<file path="src/rtl/imm_gen_pipe.sv">
// imm_gen_pipe: pipelined RV immediate decoder feeding a 2-entry elastic output buffer.
// Define IMM_GEN_PIPE_STATS_EN to add per-format transfer counters (stat_clear, stat_counts).
module imm_gen_pipe #(
   parameter int XLEN  = 64,
   parameter int TAG_W = 5
) (
   input  logic             clk,
   input  logic             rst,
`ifdef IMM_GEN_PIPE_STATS_EN
   input  logic             stat_clear,
   output logic [8*16-1:0]  stat_counts,
`endif
   input  logic             in_valid,
   output logic             in_ready,
   input  logic [31:0]      in_instr,
   input  logic [TAG_W-1:0] in_tag,
   output logic             out_valid,
   input  logic             out_ready,
   output logic [XLEN-1:0]  out_imm,
   output logic [2:0]       out_fmt,
   output logic             out_illegal,
   output logic [TAG_W-1:0] out_tag
);
   localparam logic [2:0] F_R = 3'd0, F_I = 3'd1, F_S = 3'd2, F_B = 3'd3;
   localparam logic [2:0] F_U = 3'd4, F_J = 3'd5, F_SH = 3'd6, F_N = 3'd7;
   logic [6:0]      op;
   logic            sh;
   logic [XLEN-1:0] imm, imm_i, imm_s, imm_b, imm_u, imm_j, shamt, shamt_w;
   logic [2:0]      fmt;
   logic            ill;
   assign op      = in_instr[6:0];
   assign sh      = in_instr[13:12] == 2'b01;
   assign imm_i   = XLEN'($signed(in_instr[31:20]));
   assign imm_s   = XLEN'($signed({in_instr[31:25], in_instr[11:7]}));
   assign imm_b   = XLEN'($signed({in_instr[31], in_instr[7], in_instr[30:25], in_instr[11:8], 1'b0}));
   assign imm_u   = XLEN'($signed({in_instr[31:12], 12'b0}));
   assign imm_j   = XLEN'($signed({in_instr[31], in_instr[19:12], in_instr[20], in_instr[30:21], 1'b0}));
   assign shamt   = XLEN'(XLEN == 64 ? in_instr[25:20] : {1'b0, in_instr[24:20]});
   assign shamt_w = XLEN'(in_instr[24:20]);
   always_comb begin
      imm = '0;
      fmt = F_N;
      ill = 1'b1;
      case (op)
         7'b0010011: {imm, fmt, ill} = sh ? {shamt, F_SH, 1'b0} : {imm_i, F_I, 1'b0};
         7'b0000011,
         7'b1100111: {imm, fmt, ill} = {imm_i, F_I, 1'b0};
         7'b0011011: if (XLEN == 64) {imm, fmt, ill} = sh ? {shamt_w, F_SH, 1'b0} : {imm_i, F_I, 1'b0};
         7'b0100011: {imm, fmt, ill} = {imm_s, F_S, 1'b0};
         7'b1100011: {imm, fmt, ill} = {imm_b, F_B, 1'b0};
         7'b0110111,
         7'b0010111: {imm, fmt, ill} = {imm_u, F_U, 1'b0};
         7'b1101111: {imm, fmt, ill} = {imm_j, F_J, 1'b0};
         7'b0110011: {fmt, ill} = {F_R, 1'b0};
         7'b0111011: if (XLEN == 64) {fmt, ill} = {F_R, 1'b0};
         default: ;
      endcase
   end
   logic [XLEN-1:0]  b_imm [2];
   logic [2:0]       b_fmt [2];
   logic             b_ill [2];
   logic [TAG_W-1:0] b_tag [2];
   logic [1:0]       count;
   logic             head, tail, push, pop;
   // in_ready comes from registered count only, so no combinational path from out_ready
   assign in_ready    = count != 2'd2;
   assign out_valid   = count != 2'd0;
   assign push        = in_valid && in_ready;
   assign pop         = out_valid && out_ready;
   assign tail        = head ^ count[0];
   assign out_imm     = b_imm[head];
   assign out_fmt     = b_fmt[head];
   assign out_illegal = b_ill[head];
   assign out_tag     = b_tag[head];
   always_ff @(posedge clk or posedge rst) begin
      if (rst) begin
         count <= '0;
         head  <= 1'b0;
         for (int i = 0; i < 2; i++) begin
            b_imm[i] <= '0;
            b_fmt[i] <= '0;
            b_ill[i] <= 1'b0;
            b_tag[i] <= '0;
         end
      end else begin
         if (push) begin
            b_imm[tail] <= imm;
            b_fmt[tail] <= fmt;
            b_ill[tail] <= ill;
            b_tag[tail] <= in_tag;
         end
         if (pop) head <= ~head;
         count <= count + 2'(push) - 2'(pop);
      end
   end
`ifdef IMM_GEN_PIPE_STATS_EN
   logic [15:0] cnt [8];
   always_ff @(posedge clk or posedge rst) begin
      if (rst || stat_clear) begin
         for (int i = 0; i < 8; i++) cnt[i] <= '0;
      end else if (pop && cnt[out_fmt] != 16'hFFFF) begin
         cnt[out_fmt] <= cnt[out_fmt] + 16'd1;
      end
   end
   for (genvar k = 0; k < 8; k++) begin : g_stat
      assign stat_counts[16*k +: 16] = cnt[k];
   end
`endif
endmodule

</file>
<file path="config.mk">
export PLATFORM = sky130hd
export DESIGN_NAME = imm_gen_pipe
export DESIGN_NICKNAME = d
export VERILOG_FILES = /design/src/rtl/imm_gen_pipe.sv
export SDC_FILE = /design/constraint.sdc
export NUM_CORES = 1
export LEC_CHECK = 0
export BUFFER_PORTS_ARGS = -buffer_cell sky130_fd_sc_hd__buf_2
export CORE_ASPECT_RATIO = 0.6
export CORE_MARGIN = 5
export CORE_UTILIZATION = 48
export CTS_CLUSTER_SIZE = 10
export DETAILED_ROUTE_END_ITERATION = 16
export PLACE_DENSITY = 0.76
export SYNTH_ARGS = -nofsm -noshare
export SYNTH_HDL_FRONTEND = slang
export SYNTH_SLANG_ARGS = --single-unit
</file>
<file path="constraint.sdc">
create_clock -name clk -period 2.3 [get_ports clk]
set_input_delay 0.115 -clock clk [delete_from_list [all_inputs] [get_ports clk]]
set_output_delay 0.115 -clock clk [all_outputs]
set_load 0.1 [all_outputs]
</file>
==> out/results.txt, run 1 <==
worst slew pin tran -> 0.789 ns
Syn Nets -> 513
total grt overflow -> 0
Crit. path cell count -> 6
Fin. Hold Viols -> 0
Leak -> 2.86 nW
sequential share of the synthesized area -> 46.3%
Die Height -> 85.8 um
GRT Overall Usage -> 22.6%
Worst Path Buf+Inv -> 2
Post-synth top flop -> dfrtp_1
largest family of logic cells by synthesized area -> compound AO/OA/AOI/OAI gates
Arr. time, crit path -> 2.45 ns
overall routed net length -> 13100 um
Clk pin slew, worst setup/hold paths -> 0.06 ns
Distinct cells, synth -> 54
max incr delay on CP -> 0.49 ns
worst clock skew -> 0.00404 ns
Compound-Gate Fraction of Synth Area -> 18.0%
mux contribution to synthesized area -> 10.3%
endpoints failing setup -> 0
Critical Path RT -> 2.57 ns
CTS root buf -> clkbuf_16
Cells after Synth -> 470
worst skew pair latency -> 0.35 ns
drc violations -> 0
DRT Pass-1 Iters -> 5
Die Area -> 0.0117 sq mm
synthesized flop and latch total -> 85
# diodes -> 0
FMAX -> 459 MHz
Rel. slew slack -> 47.4%
path depth of the worst reg2reg path -> 6
status -> completed
share of layout cells above drive strength 1 -> 36.5%
CP cell instances -> buf_4 > and3b_1 > nor2_2 > buf_4 > a22oi_1 > nand2_1
number of synthesized flops with an enable pin -> 0
TritonCTS clock tree -> built
vias in the first global route -> 3945
Pwr Density -> 1620 mW/mm^2
Largest delay share family, worst path -> simple AND/OR/NAND/NOR gates
# nets final -> 602
post-route ant nets -> 0
TritonCTS buffer count -> 9
largest net degree at the start of global routing -> 39
core area -> 0.00926 sq mm
vias post-DR -> 4030
Simple-Gate Fraction of Synth Area -> 15.5%
initial antenna violation count -> 1
via/cell ratio -> 5.81
Crit path top cell by count -> buf_4
# clock sinks -> 85
Boundary Pins -> 116
Area Overhead vs Synth -> 30.9%
FFs w/ async S/R, synth -> 100%
Die W -> 136 um
Final Max Slew Viols -> 0
H-tree depth -> 3
CP startpoint kind -> flip-flop
total negative slack -> 0 ns
Netlist Area Pre-Place -> 0.00460 sq mm
Total Power -> 9.75 mW
post-synthesis adder-cell area fraction -> 0.545%
post-synthesis xor/xnor area fraction -> 0.762%
min-delay worst type -> input pin to flip-flop
initial drt markers -> 382
worst-case clock buffer depth -> 2
DP Area -> 0.00562 sq mm
Routed WL per cell -> 18.9 um
worst hold path depth -> 3
Port-buffer cells -> 115
Worst VDD drop -> 1.59 mV
initial core utilization -> 49.6%
GPL Wtd Cong -> 0.887
minimum clock period -> 2.18 ns
Layout Utilization -> 65.0%
Setup crit end kind -> flip-flop
FP Rows -> 27
final worst-path cycle share -> 94.7%
unrepaired setup endpoints after global routing -> true
HPWL Detailed -> 9380 um
slowest CP cell -> nor2_2
Mean Syn Cell Area -> 9.78 sq um
Yosys warnings -> 0
MaxCap Viol Count -> 0
post-route cell area -> 0.00601 sq mm
crit path kind -> flip-flop to flip-flop
first-pass GRT wire length -> 20800 um
postcts setup bufs -> 0
critical path fanouts, max -> 26
==> tightest hold or removal path: stages <==
cell     delay [ns]
buf_2          0.09
a22oi_1        0.06
nand2_1        0.06
==> synthesized netlist by cell type, types with 3 or more instances <==
library cell,number,area (sq um)
dfrtp_1,85,2130
nand2_1,84,315
mux2_2,41,462
buf_4,35,263
nor2_1,35,131
a22oi_1,24,180
a21oi_1,23,115
clkbuf_1,18,67.6
o21ai_0,16,80.1
a221oi_1,11,96.3
a22o_1,11,96.3
a31oi_1,9,56.3
buf_2,6,30.0
inv_1,5,18.8
nor3_1,5,25.0
nand2b_1,4,25.0
o31ai_1,4,30.0
a211oi_1,3,22.5
and2_1,3,18.8
and3_1,3,18.8
nand3_1,3,15.0
xnor2_1,3,26.3
==> through the flow <==
step	hold WS (ns)	instances	setup slack, ns
4_1_cts	0.0117	694	0.0127
3_3_place_gp	0.261	672	0.178
5_1_grt	0.0202	694	-0.0261
3_5_place_dp	0.275	672	0.119
2_1_floorplan	0.220	470	0.0728
6_report	0.0137	694	0.122
==> logic make-up after synthesis <==
kind of cell | after synthesis
adders and majority gates | 2
and+or+nand+nor | 154
buffers and inverters | 67
AOI/OAI and AO/OA | 116
DFF | 85
muxes | 42
xor gates and xnor gates | 4
==> placed cells by master, fill, tap and decap left out, drive strengths merged, types with 2 or more instances in the layout <==
master / synthesis / layout
buf: 44 / 134
dfrtp: 85 / 85
nand2: 84 / 84
mux2: 41 / 41
nor2: 36 / 36
a22oi: 24 / 24
a21oi: 23 / 23
o21ai: 17 / 17
a221oi: 13 / 13
a22o: 11 / 11
clkbuf: 18 / 11
a31oi: 9 / 9
dlygate4sd3: 0 / 6
nor3: 5 / 5
nand2b: 5 / 5
o31ai: 4 / 4
inv: 5 / 4
and2: 4 / 4
and3: 3 / 3
nand3: 3 / 3
a211oi: 3 / 3
xnor2: 3 / 3
clkinvlp: 0 / 3
or4b: 3 / 3
o211ai: 2 / 2
a32oi: 2 / 2
a311oi: 2 / 2
ha: 2 / 2
bufinv: 0 / 2
==> power breakdown <==
part / total (mW) / internal, mW / leakage, nW / switching [mW]
sequential: 2.24 / 1.98 / 1.09 / 0.266
combinational: 5.93 / 1.47 / 1.61 / 4.46
clock: 1.58 / 0.983 / 0.152 / 0.596
==> flip-flops by register name, indices dropped and copies added, names as in the netlist <==
register  cells
b_imm        64
b_tag        10
b_fmt         6
b_ill         2
count         2
head          1
==> cell type report <==
class	instances	area (sq um)
Fill cell	736	3240
Sequential cell	85	2130
Multi-Input combinational cell	318	2090
Timing Repair Buffer	140	1290
Clock buffer	11	243
Tap cell	130	163
Clock inverter	5	83.8
Inverter	5	22.5
==> per-layer routing <==
layer	GRT usage, %	part of all wire, %	wire length, um
met4	6.86	1.8	233
met2	31.9	42	5580
met3	8.62	10	1330
met5	0	0.084	11
met1	32.2	46	5990
==> repair_timing <==
action                     4_1_cts  5_1_grt
hold buffers                     6        0
hold endpoints to repair        41        0
resized for setup                0        1
setup endpoints to repair        0       38
==> path summary, 6_finish.rpt <==
check	start	end	slack, ns
min in group asynchronous	rst	b_tag[3]	0.44
max in group asynchronous	rst	b_imm[68]	1.17
min reg2reg	b_tag[3]	b_tag[3]	0.48
max	head	b_imm[14]	0.12
min	in_instr[17]	b_imm[81]	0.01
max reg2reg	head	b_imm[14]	0.12
Note: power is estimated with default switching activity, not from simulation.
==> run 2: changes to the inputs <==
--- a/config.mk
+++ b/config.mk
@@ -8,10 +8,10 @@
 export BUFFER_PORTS_ARGS = -buffer_cell sky130_fd_sc_hd__buf_2
 export CORE_ASPECT_RATIO = 0.6
 export CORE_MARGIN = 5
-export CORE_UTILIZATION = 48
+export CORE_UTILIZATION = 54
 export CTS_CLUSTER_SIZE = 10
 export DETAILED_ROUTE_END_ITERATION = 16
-export PLACE_DENSITY = 0.76
+export PLACE_DENSITY = 0.81
 export SYNTH_ARGS = -nofsm -noshare
 export SYNTH_HDL_FRONTEND = slang
 export SYNTH_SLANG_ARGS = --single-unit
==> constraint.sdc (replaced) <==
create_clock -name clk -period 2.2 [get_ports clk]
set_input_delay 0.11 -clock clk [delete_from_list [all_inputs] [get_ports clk]]
set_output_delay 0.11 -clock clk [all_outputs]
set_load 0.1 [all_outputs]
==> run 2 against run 1 <==
Non-clock buffer count grew 3; clock power is essentially flat; first-iteration DRC count shrank 19%; largest power group unchanged; sequential cell count is the same; critical path type unchanged; sequential share of layout area shrank 0.12 points.
==> out/results.txt, run 2 (same netlist as run 1, synthesis figures left out) <==
Layout Utilization -> 71.9%
post-route cell area -> 0.00603 sq mm
Port-buffer cells -> 115
# diodes -> 0
# nets final -> 605
FMAX -> 480 MHz
Arr. time, crit path -> 2.30 ns
Total Power -> 10.2 mW
initial core utilization -> 54.8%
GRT Overall Usage -> 25.6%
# clock sinks -> 85
min-delay worst type -> input pin to flip-flop
worst-case clock buffer depth -> 2
initial antenna violation count -> 1
placed cell count -> 658
unrepaired setup endpoints after global routing -> false
Routed WL per cell -> 19.5 um
critical path fanouts, max -> 13
Worst VDD drop -> 1.28 mV
total grt overflow -> 0
Setup WS pre-CTS -> 0.180 ns
share of layout cells above drive strength 1 -> 37.4%
worst hold path depth -> 3
Largest Register -> b_imm
post-route ant nets -> 0
slowest CP cell -> nor4bb_1
DRT Pass-1 Iters -> 5
endpoints failing setup -> 0
CP cell instances -> nor4bb_1 > nor2_4 > o41ai_1 > buf_4 > a21oi_1
Area Overhead vs Synth -> 31.3%
largest net degree at the start of global routing -> 38
CTS root buf -> clkbuf_16
first-pass GRT wire length -> 20900 um
Largest register FFs -> 64
Die Height -> 81.5 um
Pwr Density -> 1690 mW/mm^2
WHS -> 0.00506 ns
worst clock skew -> 0.00549 ns
core area -> 0.00839 sq mm
Leak -> 2.88 nW
Clk pin slew, worst setup/hold paths -> 0.06 ns
fin worst setup slack -> 0.116 ns
DP Area -> 0.00567 sq mm
crit path kind -> flip-flop to flip-flop
Boundary Pins -> 116
total negative slack -> 0 ns
FP Rows -> 26
TritonCTS clock tree -> built
Rel. slew slack -> 51.9%
Final Max Slew Viols -> 0
Die W -> 129 um
path depth of the worst reg2reg path -> 5
minimum clock period -> 2.08 ns
status -> completed
vias post-DR -> 4122
overall routed net length -> 13200 um
H-tree depth -> 3
postcts setup bufs -> 0
Die Area -> 0.0105 sq mm
final std cells w/o fill -> 679
drc violations -> 0
vias in the first global route -> 4114
TritonCTS buffer count -> 9
CP startpoint kind -> flip-flop
initial drt markers -> 311
max incr delay on CP -> 0.56 ns
via/cell ratio -> 6.07
worst slew pin tran -> 0.719 ns
Critical Path RT -> 2.42 ns
biggest regs -> b_imm (64), b_tag (10), b_fmt (6)
HPWL Detailed -> 9430 um
GPL Wtd Cong -> 0.920
worst skew pair latency -> 0.34 ns
Fin. Hold Viols -> 0
final worst-path cycle share -> 94.7%
Setup crit end kind -> flip-flop
MaxCap Viol Count -> 0
most frequent cells in the layout -> nand2_1 (84), dfrtp_1 (84), buf_2 (80)
[run 2: worst paths after layout]
path / start / endpoint / slack (ns)
worst max-delay path: count[0] / b_imm[29] / 0.12
worst min-delay path: in_instr[19] / b_imm[83] / 0.005
worst max register to register: count[0] / b_imm[29] / 0.12
worst min register to register: b_imm[5] / b_imm[5] / 0.47
max in group asynchronous: rst / head / 1.23
min in group asynchronous: rst / b_tag[0] / 0.38
[run 2: per-layer routing]
layer,vias to the layer above,track usage [%],wire (um)
met4,2,8.07,190
li1,1844,-,-
met3,24,8.64,1540
met5,-,0,11
met1,2011,33.3,5500
met2,241,40.8,5980
[run 2: worst max-delay path: cells and delay by family, from the launching register on]
family                 cells  cell delay [ns]
AO/OA/AOI/OAI              2             0.46
buffers and inverters      1             0.27
flip-flops                 1             0.47
AND/OR/NAND/NOR            2             0.75
[run 2: report_power, final]
group / internal [mW] / leakage, nW / switching, mW / total [mW]
clock network: 0.918 / 0.145 / 0.637 / 1.55
registers: 2.06 / 1.09 / 0.297 / 2.36
logic: 1.60 / 1.64 / 4.67 / 6.27
total: 4.58 / 2.88 / 5.61 / 10.2
[run 2: layout make-up]
type / instances / area (sq um)
fill: 599 / 2360
clock buffer: 10 / 239
tap: 112 / 140
clock inverter: 6 / 71.3
inverter: 5 / 22.5
multi-input combinational: 318 / 2080
timing repair buffer: 143 / 1350
sequential: 85 / 2130
[run 2: what timing repair did]
| item | CTS | global route |
|---|---|---|
| endpoints found under the setup margin | 0 | 7 |
| hold buffers | 5 | 0 |
| resized for setup | 0 | 1 |
| hold endpoints to repair | 31 | 0 |
